--- config.mk ---
export PLATFORM = sky130hd
export DESIGN_NAME = pio_rq_wr_gen
export DESIGN_NICKNAME = d
export VERILOG_FILES = /design/src/rtl/pio_rq_wr_gen.sv
export SDC_FILE = /design/constraint.sdc
export NUM_CORES = 1
export LEC_CHECK = 0
export CAP_MARGIN = 20
export CORE_AREA = 3 3 277 279
export DETAILED_ROUTE_END_ITERATION = 16
export DIE_AREA = 0 0 280 282
export HOLD_SLACK_MARGIN = 0.03
export SLEW_MARGIN = 10
export SYNTH_ARGS = -nofsm -noshare
export SYNTH_HDL_FRONTEND = slang
export SYNTH_SLANG_ARGS = --single-unit
export TNS_END_PERCENT = 10
--- constraint.sdc ---
create_clock -name clk -period 6.82 [get_ports clk]
set_clock_uncertainty 0.15 [all_clocks]
set_input_delay 1.364 -clock clk [delete_from_list [all_inputs] [get_ports clk]]
set_output_delay 1.364 -clock clk [all_outputs]
set_load 0.005 [all_outputs]
--- src/rtl/pio_rq_wr_gen.sv ---
// PIO write-request to PCIe RQ AXI-Stream converter: builds the 128-bit RQ descriptor,
// shifts the DW-aligned payload up by 4 DW through a carry register, and assigns tags.
module pio_rq_wr_gen #(
  parameter int unsigned USER_WIDTH = 128,
  parameter int unsigned DATA_W     = 256
) (
  input  logic                  clk,
  input  logic                  rst,
  input  logic                  align_valid,
  input  logic                  align_last,
  input  logic [USER_WIDTH-1:0] align_user,
  input  logic [DATA_W-1:0]     align_data,
  output logic                  align_ready,
  output logic                  rq_tvalid,
  output logic                  rq_tlast,
  output logic [255:0]          rq_tdata,
  output logic [7:0]            rq_tkeep,
  output logic [59:0]           rq_tuser,
  input  logic                  rq_tready
);

  typedef enum logic [1:0] {HEAD, BODY, FLUSH} state_t;

  state_t       state;
  logic [127:0] carry;
  logic [7:0]   tag;
  logic         sop;
  logic [10:0]  dw_len_q;
  logic [3:0]   fbe_q;
  logic [3:0]   lbe_q;
  logic [11:0]  out_left;

  logic         load;
  logic         take;
  logic [10:0]  in_len;
  logic [10:0]  in_len_m1;
  logic [10:0]  q_len_m1;
  logic [3:0]   in_type;
  logic [3:0]   in_fbe;
  logic [3:0]   in_lbe;
  logic [61:0]  in_addr;
  logic [11:0]  head_left;
  logic         head_short;
  logic         body_short;
  logic [7:0]   tag_cur;
  logic [127:0] desc;
  logic         unused_user;

  function automatic logic [7:0] keep_of(input logic [11:0] n);
    if (n >= 12'd8) begin
      return 8'hFF;
    end
    return 8'((9'd1 << n[2:0]) - 9'd1);
  endfunction

  assign load        = !rq_tvalid || rq_tready;
  assign align_ready = !rst && load && (state != FLUSH);
  assign take        = align_valid && align_ready;

  assign in_len    = align_user[18:8];
  assign in_type   = align_user[107:104];
  assign in_fbe    = align_user[7:4];
  assign in_lbe    = align_user[3:0];
  assign in_addr   = align_user[95:34];
  assign in_len_m1 = in_len - 11'd1;
  assign q_len_m1  = dw_len_q - 11'd1;
  assign head_left = {1'b0, in_len} + 12'd4;

  // The last input beat fits in the shifted output only if it carries at most 4 payload DW.
  assign head_short = !in_len_m1[2];
  assign body_short = !q_len_m1[2];

  // A packet loaded in the same cycle the previous first beat is taken must see the next tag.
  assign tag_cur = tag + {7'd0, rq_tvalid && rq_tready && sop};

  assign desc = {24'd0, tag_cur, 16'd0, 1'b0, in_type, in_len, in_addr, 2'b00};

  assign unused_user = ^align_user;

  always_ff @(posedge clk) begin
    if (rst) begin
      state     <= HEAD;
      carry     <= '0;
      tag       <= '0;
      sop       <= 1'b0;
      dw_len_q  <= '0;
      fbe_q     <= '0;
      lbe_q     <= '0;
      out_left  <= '0;
      rq_tvalid <= 1'b0;
      rq_tlast  <= 1'b0;
      rq_tdata  <= '0;
      rq_tkeep  <= '0;
      rq_tuser  <= '0;
    end else begin
      if (rq_tvalid && rq_tready && sop) begin
        tag <= tag + 8'd1;
      end
      if (load) begin
        rq_tvalid <= 1'b0;
        rq_tlast  <= 1'b0;
        unique case (state)
          HEAD: begin
            if (take) begin
              rq_tvalid <= 1'b1;
              sop       <= 1'b1;
              rq_tdata  <= {align_data[127:0], desc};
              rq_tkeep  <= keep_of(head_left);
              rq_tuser  <= {52'd0, in_lbe, in_fbe};
              carry     <= align_data[255:128];
              dw_len_q  <= in_len;
              fbe_q     <= in_fbe;
              lbe_q     <= in_lbe;
              out_left  <= head_left - 12'd8;
              if (align_last && head_short) begin
                rq_tlast <= 1'b1;
              end else if (align_last) begin
                state <= FLUSH;
              end else begin
                state <= BODY;
              end
            end
          end
          BODY: begin
            if (take) begin
              rq_tvalid <= 1'b1;
              sop       <= 1'b0;
              rq_tdata  <= {align_data[127:0], carry};
              rq_tkeep  <= keep_of(out_left);
              rq_tuser  <= {52'd0, lbe_q, fbe_q};
              carry     <= align_data[255:128];
              out_left  <= out_left - 12'd8;
              if (align_last) begin
                if (body_short) begin
                  rq_tlast <= 1'b1;
                  state    <= HEAD;
                end else begin
                  state <= FLUSH;
                end
              end
            end
          end
          FLUSH: begin
            rq_tvalid <= 1'b1;
            sop       <= 1'b0;
            rq_tlast  <= 1'b1;
            rq_tdata  <= {128'd0, carry};
            rq_tkeep  <= keep_of(out_left);
            rq_tuser  <= {52'd0, lbe_q, fbe_q};
            out_left  <= out_left - 12'd8;
            state     <= HEAD;
          end
          default: state <= HEAD;
        endcase
      end
    end
  end

endmodule

## Word-level counts from Yosys, hierarchy flattened

Cells that the tools add are included.

| storage, ports and cells | value |
|---|---|
| flip-flop bits (word level) | 488 |
| bits of input ports | 389 |

| cells by class | value |
|---|---|
| shifts and indexed selects | 2 |
| $add $sub $neg | 9 |
| equal/unequal tests | 7 |
| reductions and logical operators | 17 |
| magnitude comparators | 2 |
| multiplexer cells | 48 |

Operators by type and width:

| operator | number |
|---|---|
| $pmux 256 s3 | 1 |
| $mux 256 | 2 |
| $pmux 60 s3 | 1 |
| $mux 60 | 2 |
| $mux 8 | 7 |
| $pmux 12 s3 | 1 |
| $ge 12x4->1 const B | 2 |
| $mux 12 | 2 |
| $pmux 8 s3 | 1 |
| $sub 12x4->12 const B | 2 |
| $mux 1 | 21 |
| $shl 1x3->8 const A | 2 |
| $sub 8x1->8 const B | 2 |
| $add 11x3->12 const B | 1 |
| $mux 2 | 6 |
| $ne 2x2->1 const B | 5 |
| $add 8x1->8 | 1 |
| $add 8x1->8 const B | 1 |
| $logic_and 1x1->1 | 6 |
| $pmux 1 s3 | 2 |
| $reduce_and 3->1 | 2 |
| $sub 3x1->3 const B | 2 |
| $reduce_and 5->1 | 1 |
| $pmux 2 s2 | 1 |
| 9 further kinds | 11 |

## Logic depth before layout (Yosys ltp)

Gate-level depths: netlist (run 1).

| depth | value |
|---|---|
| word-level depth | 12 |
| gate-level depth with buffers | 11 |
| mapped depth without buffers | 9 |

## Worst setup path after synthesis (run 1)

OpenSTA, ideal clock, no wires.

| path | value |
|---|---|
| kind | input -> output |
| from | input port rst |
| to | output port align_ready |
| arrival | 1.853 ns |
| setup slack | 3.453 ns |
| stages on the path | 3 |
| required time | 5.306 ns |
| cells stage by stage | buf_2 -> or2_4 -> nor2_1 |

| between the ends | value |
|---|---|
| word-level cells in the longest chain between the ends | 3 |

Ends and longest elaborated chain:

| item | line | RTL |
|---|---|---|
| from (decl) | 8 | `input logic rst,` |
| $logic_not 1->1 | 57 | `assign align_ready = !rst && load && (state != FLUSH);` |
| $logic_and 1x1->1 (2 in a row) | 57 |  |
| to (decl) | 13 | `output logic align_ready,` |

No other way between the ends.

## Worst setup path after layout (run 1)

| path | value |
|---|---|
| from | input port rq_tready |
| to | output port align_ready |

| between the ends | value |
|---|---|
| word-level cells in the longest chain between the ends | 3 |

Ends and longest elaborated chain:

| item | line | RTL |
|---|---|---|
| from (decl) | 19 | `input logic rq_tready` |
| $logic_or 1x1->1 | 56 | `assign load = !rq_tvalid \|\| rq_tready;` |
| $logic_and 1x1->1 (2 in a row) | 57 |  |

No other way between the ends.

==> flow_summary.json, run 1 <==
{
  "ys_seq_elements": 436,
  "track_usage_pct": 16.4,
  "yosys.area_share.xor_xnor_pct": 1.23,
  "grt_pass1_wl_um": 101000,
  "yosysWarnings": 0,
  "clock_path_buffers": 3,
  "synth_edf_count": 0,
  "power_density_nw_per_um2": 330,
  "rsz0062_at_grt": "no",
  "comb_power_share_pct": 29.4,
  "slowest_delay_ns": 0.59,
  "avgSynthCellArea_um2": 7.87,
  "final_util_pct": 35.1,
  "cts.sinks": 436,
  "post_cts_buffers": 0,
  "yosysTopAreaCell": "dfxtp_1",
  "synth_top_area_share_pct": 49.1,
  "synthArstFlopShare_pct": 0,
  "netlist_top_cells_count": "nand2_1, dfxtp_1, a21oi_1, nand3_1, clkbuf_1",
  "yosys-mux-area-fraction_pct": 1.03,
  "die_h_um": 282,
  "clock.fmax_ghz": 0.220,
  "hp-class": "reg -> reg",
  "io_pins": 716,
  "routed_via_density": 4.57,
  "maxCapViolCount": 0,
  "clkLatencyLatePin_ns": 0.59,
  "ys_seq_area_share_pct": 49.1,
  "vias": 17230,
  "p_leak_nw": 8.76,
  "max-slew-margin-rel_pct": 30.2,
  "crit_path_frequent_cell": "clkdlybuf4s50_1",
  "clk_pin_slew_ns": 0.06,
  "synth_compound_area_share_pct": 15.6,
  "start_util_pct": 23.9,
  "grt_pass1_vias": 16366,
  "htree_levels": 2,
  "numCtsBuffers": 51,
  "worstSetupStartpointType": "input port",
  "place_hpwl_um": 46700,
  "wirelength_um": 68900,
  "ys_types": 65,
  "regToRegSetupSlack_ns": 3.46,
  "crit_chain": "clkdlybuf4s50_1 -> nor2b_1 -> nor2_1 -> clkdlybuf4s50_1",
  "cts_resized": 0,
  "cts_tree": "done",
  "p_int_mw": 5.77,
  "clockRootBuffer": "clkbuf_16",
  "yosys.area_share.simple_pct": 23.9,
  "hold_violations": 0,
  "rows": 100,
  "area_delta_synth_final_pct": 46.9,
  "final_nets": 3154,
  "drc": 0,
  "setup_tns_ns": 0,
  "syn_area_um2": 17800,
  "tightest_slew_ns": 1.05,
  "firstDrtPassIters": 4,
  "antenna_left": 0,
  "synth_top_family_by_area": "simple AND/OR/NAND/NOR gates",
  "io_buffers": 620,
  "drive_above_1_share_pct": 4.73,
  "cp_num_buf_inv": 2,
  "clockPowerShare_pct": 34.6,
  "crit_path_end_kind": "primary output",
  "dieArea_um2": 79000,
  "status": "completed",
  "die_width_um": 280,
  "place_congestion": 0.777,
  "synth_adder_area_share_pct": 0.844,
  "path_max_fanout": 5,
  "cp_data_required_time_ns": 5.31,
  "switching_share_pct": 33.0,
  "antenna_found_initial": 20,
  "grt_max_degree": 140,
  "p_seq_share_pct": 36.0,
  "ys.flop_type": "dfxtp_1",
  "crit_arrival_ns": 3.04,
  "vdd_drop_max_mv": 0.299,
  "syn_inst": 2260,
  "core_region_area_um2": 74400,
  "synth.most_common_cell": "nand2_1",
  "timing_worst_setup_path_type": "in -> out",
  "critPathSlowestCell": "clkdlybuf4s50_1",
  "finalCriticalPeriod_ns": 4.55,
  "setup_viol": 0,
  "synth.area.top_cells": "dfxtp_1, nand2_1, a21oi_1, nand3_1, a31oi_1",
  "overflow": 0,
  "p_switching_mw": 2.84,
  "report.final.slew_viol_count": 0,
  "wl_per_cell_um": 18.3,
  "postCtsHoldBufs": 0,
  "drt-initial-drc-count": 725,
  "cpLargestDelayFamily": "buffers and inverters",
  "period_share_pct": 66.7
}
path summary, 6_finish.rpt:
check,startpoint,to,cells past startpoint
setup reg to reg,state[0],rq_tdata[180],8
hold / removal,rq_tdata[184],rq_tdata[184],2
setup / recovery,rq_tready,align_ready,4
hold reg to reg,rq_tdata[184],rq_tdata[184],2
placed cells by master, fill, tap and decap left out, types with 6 or more instances in the layout:
| master | synthesis | routed |
|---|---|---|
| nor2_1 | 50 | 48 |
| clkdlybuf4s50_1 | 0 | 619 |
| nor3_1 | 14 | 14 |
| clkinv_2 | 0 | 8 |
| conb_1 | 1 | 52 |
| or3_1 | 6 | 6 |
| xnor2_1 | 14 | 14 |
| a21oi_1 | 333 | 333 |
| inv_1 | 12 | 12 |
| mux2i_1 | 16 | 16 |
| buf_12 | 0 | 7 |
| clkbuf_8 | 0 | 12 |
| nand2_1 | 647 | 646 |
| clkbuf_16 | 0 | 51 |
| a211oi_1 | 11 | 11 |
| nand3_1 | 260 | 260 |
| dfxtp_1 | 436 | 436 |
| o21ai_0 | 28 | 27 |
| xor2_1 | 11 | 11 |
| nand4_1 | 6 | 6 |
| a31oi_1 | 84 | 84 |
| ha_1 | 12 | 12 |
| buf_4 | 55 | 15 |
| bufinv_16 | 0 | 9 |
sequential cells by signal (all words and copies together), names as in the netlist:
register   flops
rq_tlast       1
fbe_q          4
rq_tkeep       8
rq_tuser       8
out_left      12
lbe_q          4
state          2
sop            1
rq_tdata     256
rq_tvalid      1
carry        128
dw_len_q       3
tag            8
power groups by stage:
| stage | Sequential, mW | Combinational (mW) | Clock, mW |
|---|---|---|---|
| after floorplan | 3.14 | 1.45 | 0 |
| after global routing | 3.14 | 2.78 | 3.18 |
| after CTS | 3.10 | 2.59 | 3.08 |
| after global placement | 3.14 | 2.57 | 0 |
| after detailed placement | 3.15 | 2.58 | 0 |
| final | 3.10 | 2.53 | 2.98 |
routing by layer:
layer,global-route usage (%),routed length [µm],up-vias
met1,18.9,26800,7986
li1,-,-,8540
met2,28.0,33400,558
met4,5.49,2080,28
met3,6.51,6460,118
met5,0,178,-
worst min-delay path, stage by stage (launching register included):
cell     delay, ns
dfxtp_1       0.31
nand2_1       0.05
a21oi_1       0.05
layout make-up:
| cell class | instances | area, µm² |
|---|---|---|
| Antenna cell | 5 | 12.5 |
| Clock buffer | 68 | 1460 |
| Clock inverter | 25 | 377 |
| Fill cell | 7884 | 48300 |
| Inverter | 12 | 45.0 |
| Multi-Input combinational cell | 1610 | 7830 |
| Sequential cell | 436 | 8730 |
| Tap cell | 969 | 1210 |
| Timing Repair Buffer | 642 | 6460 |
through the flow:
stage          instance area [µm²]  hold slack (ns)  setup slack, ns  instances  power [mW]
2_1_floorplan                18000            0.286             3.45       2311        4.60
3_3_place_gp                 24300            0.286             2.25       3669        5.72
3_5_place_dp                 24300            0.293             2.20       3669        5.73
4_1_cts                      26100            0.300             2.23       3762        8.77
5_1_grt                      26100            0.315             2.17       3766        9.11
6_report                     26100            0.299             2.27       3767        8.61
cell families after synthesis:
logic type	count (synthesis)
AO/OA/AOI/OAI	495
XOR/XNOR	25
adder cells (fa/ha/maj)	12
buffers and inverters	265
flip-flops	436
multiplexers	18
other	1
AND/OR/NAND/NOR	1008
No activity file was read; power rests on OpenSTA's default activity.
==> run 2: changes to the inputs <==
CORE_AREA = 3 3 275 277   (was 3 3 277 279)
DIE_AREA = 0 0 278 280   (was 0 0 280 282)
clock period = 3.9 ns   (was 6.82 ns; I/O delays follow)
==> run 2 against run 1 <==
Register-to-register slack worse by 2.5 ns. Die area down 1.4%. Final cell count up 0.48%. Sequential share of layout area down 0.34 points.
==> flow_summary.json, run 2 (synthesis results as in run 1) <==
{
  "status": "completed",
  "final_util_pct": 36.1,
  "vdd_drop_max_mv": 0.317,
  "worstSetupStartpointType": "input port",
  "reg_top3": "rq_tdata (256), carry (128), out_left (12)",
  "setup_tns_ns": 0,
  "track_usage_pct": 17.0,
  "core_region_area_um2": 73100,
  "period_share_pct": 87.5,
  "area_delta_synth_final_pct": 48.4,
  "hold_ws_ns": 0.297,
  "tightest_slew_ns": 1.12,
  "clk_pin_slew_ns": 0.05,
  "cts.sinks": 436,
  "crit_arrival_ns": 2.48,
  "drc": 0,
  "crit_path_end_kind": "primary output",
  "postCtsHoldBufs": 0,
  "wirelength_um": 69900,
  "antenna_left": 0,
  "place_congestion": 0.801,
  "path_max_fanout": 5,
  "final_nets": 3184,
  "maxCapViolCount": 0,
  "multi_input_area_um2": 7830,
  "grt_max_degree": 184,
  "clock_path_buffers": 3,
  "setup_viol": 0,
  "wl_per_cell_um": 18.5,
  "post_cts_buffers": 0,
  "place_hpwl_um": 49200,
  "routed_via_density": 4.60,
  "report.final.slew_viol_count": 0,
  "fillCellCount": 7639,
  "die_width_um": 278,
  "drt-initial-drc-count": 796,
  "rsz0062_at_grt": "no",
  "p_total_mw": 15.1,
  "grt_pass1_vias": 16757,
  "final_cell_mix": "nand2_1, clkdlybuf4s50_1, dfxtp_1",
  "largest_register": "rq_tdata",
  "antenna_found_initial": 6,
  "die_h_um": 280,
  "rows": 99,
  "io_pins": 716,
  "firstDrtPassIters": 5,
  "cts_resized": 0,
  "max-slew-margin-rel_pct": 25.5,
  "cp_data_required_time_ns": 2.97,
  "numCtsBuffers": 51,
  "largest_reg_flops": 256,
  "cts_tree": "done",
  "overflow": 0,
  "power_density_nw_per_um2": 572,
  "layout_commonest_cell": "nand2_1",
  "hp-class": "reg -> reg",
  "grt_pass1_wl_um": 103000,
  "clockRootBuffer": "clkbuf_16",
  "timing_worst_setup_path_type": "in -> out",
  "dieArea_um2": 77800,
  "vias": 17418,
  "clock.fmax_ghz": 0.293,
  "start_util_pct": 24.3,
  "finalCriticalPeriod_ns": 3.41,
  "drive_above_1_share_pct": 5.49,
  "clkLatencyLatePin_ns": 0.59,
  "p_leak_nw": 8.92,
  "hold_violations": 0,
  "seq_area_um2": 8730,
  "htree_levels": 2,
  "io_buffers": 620
}
==> run 2: cell count changes in the layout (fill, tap and decap cells not counted), sizes merged <==
| cell | previous run | this run |
|---|---|---|
| clkbuf | 68 | 77 |
| buf | 23 | 53 |
| inv | 13 | 14 |
| clkinv | 12 | 9 |
| diode | 5 | 2 |
| bufinv | 9 | 5 |
| clkinvlp | 3 | 1 |
==> run 2: final cells by class <==
class / count / share of cell area (%)
flip-flops and latches: 436 / 33.1
clock buffers: 77 / 5.74
clock inverters: 17 / 0.877
inverters: 12 / 0.171
well taps: 959 / 4.55
repair buffers: 672 / 25.9
multi-input cells: 1610 / 29.7
diodes: 2 / 0.0190
==> run 2: layer usage <==
metal	share of wire, %	track usage, %
met2	49	30.1
met1	39	19.0
met4	3.5	6.61
met5	0.071	0
met3	8.2	5.53
==> run 2: stage by stage <==
step | setup WS (ns) | area [µm²] | instances
after floorplan | 1.25 | 18000 | 2311
after global placement | 0.332 | 24600 | 3689
after detailed placement | 0.275 | 24600 | 3689
after CTS | 0.470 | 26400 | 3783
after global routing | 0.399 | 26400 | 3784
final | 0.488 | 26400 | 3785
==> run 2: worst max-delay path: stages <==
cell and delay (ns):
clkdlybuf4s50_1 0.51, nor2b_1 0.46, nor2_1 0.14, clkdlybuf4s50_1 0.58
==> run 2: worst paths after layout <==
check	startpoint	end	slack (ns)	cells past startpoint
setup / recovery	rq_tready	align_ready	0.49	4
hold / removal	rq_tdata[187]	rq_tdata[187]	0.30	2
setup reg to reg	state[0]	rq_tdata[251]	0.99	8
hold reg to reg	rq_tdata[187]	rq_tdata[187]	0.30	2
==> run 2: where the power goes <==
group / internal (mW) / total, mW / switching [mW]
logic: 1.99 / 4.66 / 2.67
registers: 5.08 / 5.45 / 0.363
clock network: 3.01 / 4.99 / 1.98
total: 10.1 / 15.1 / 5.01
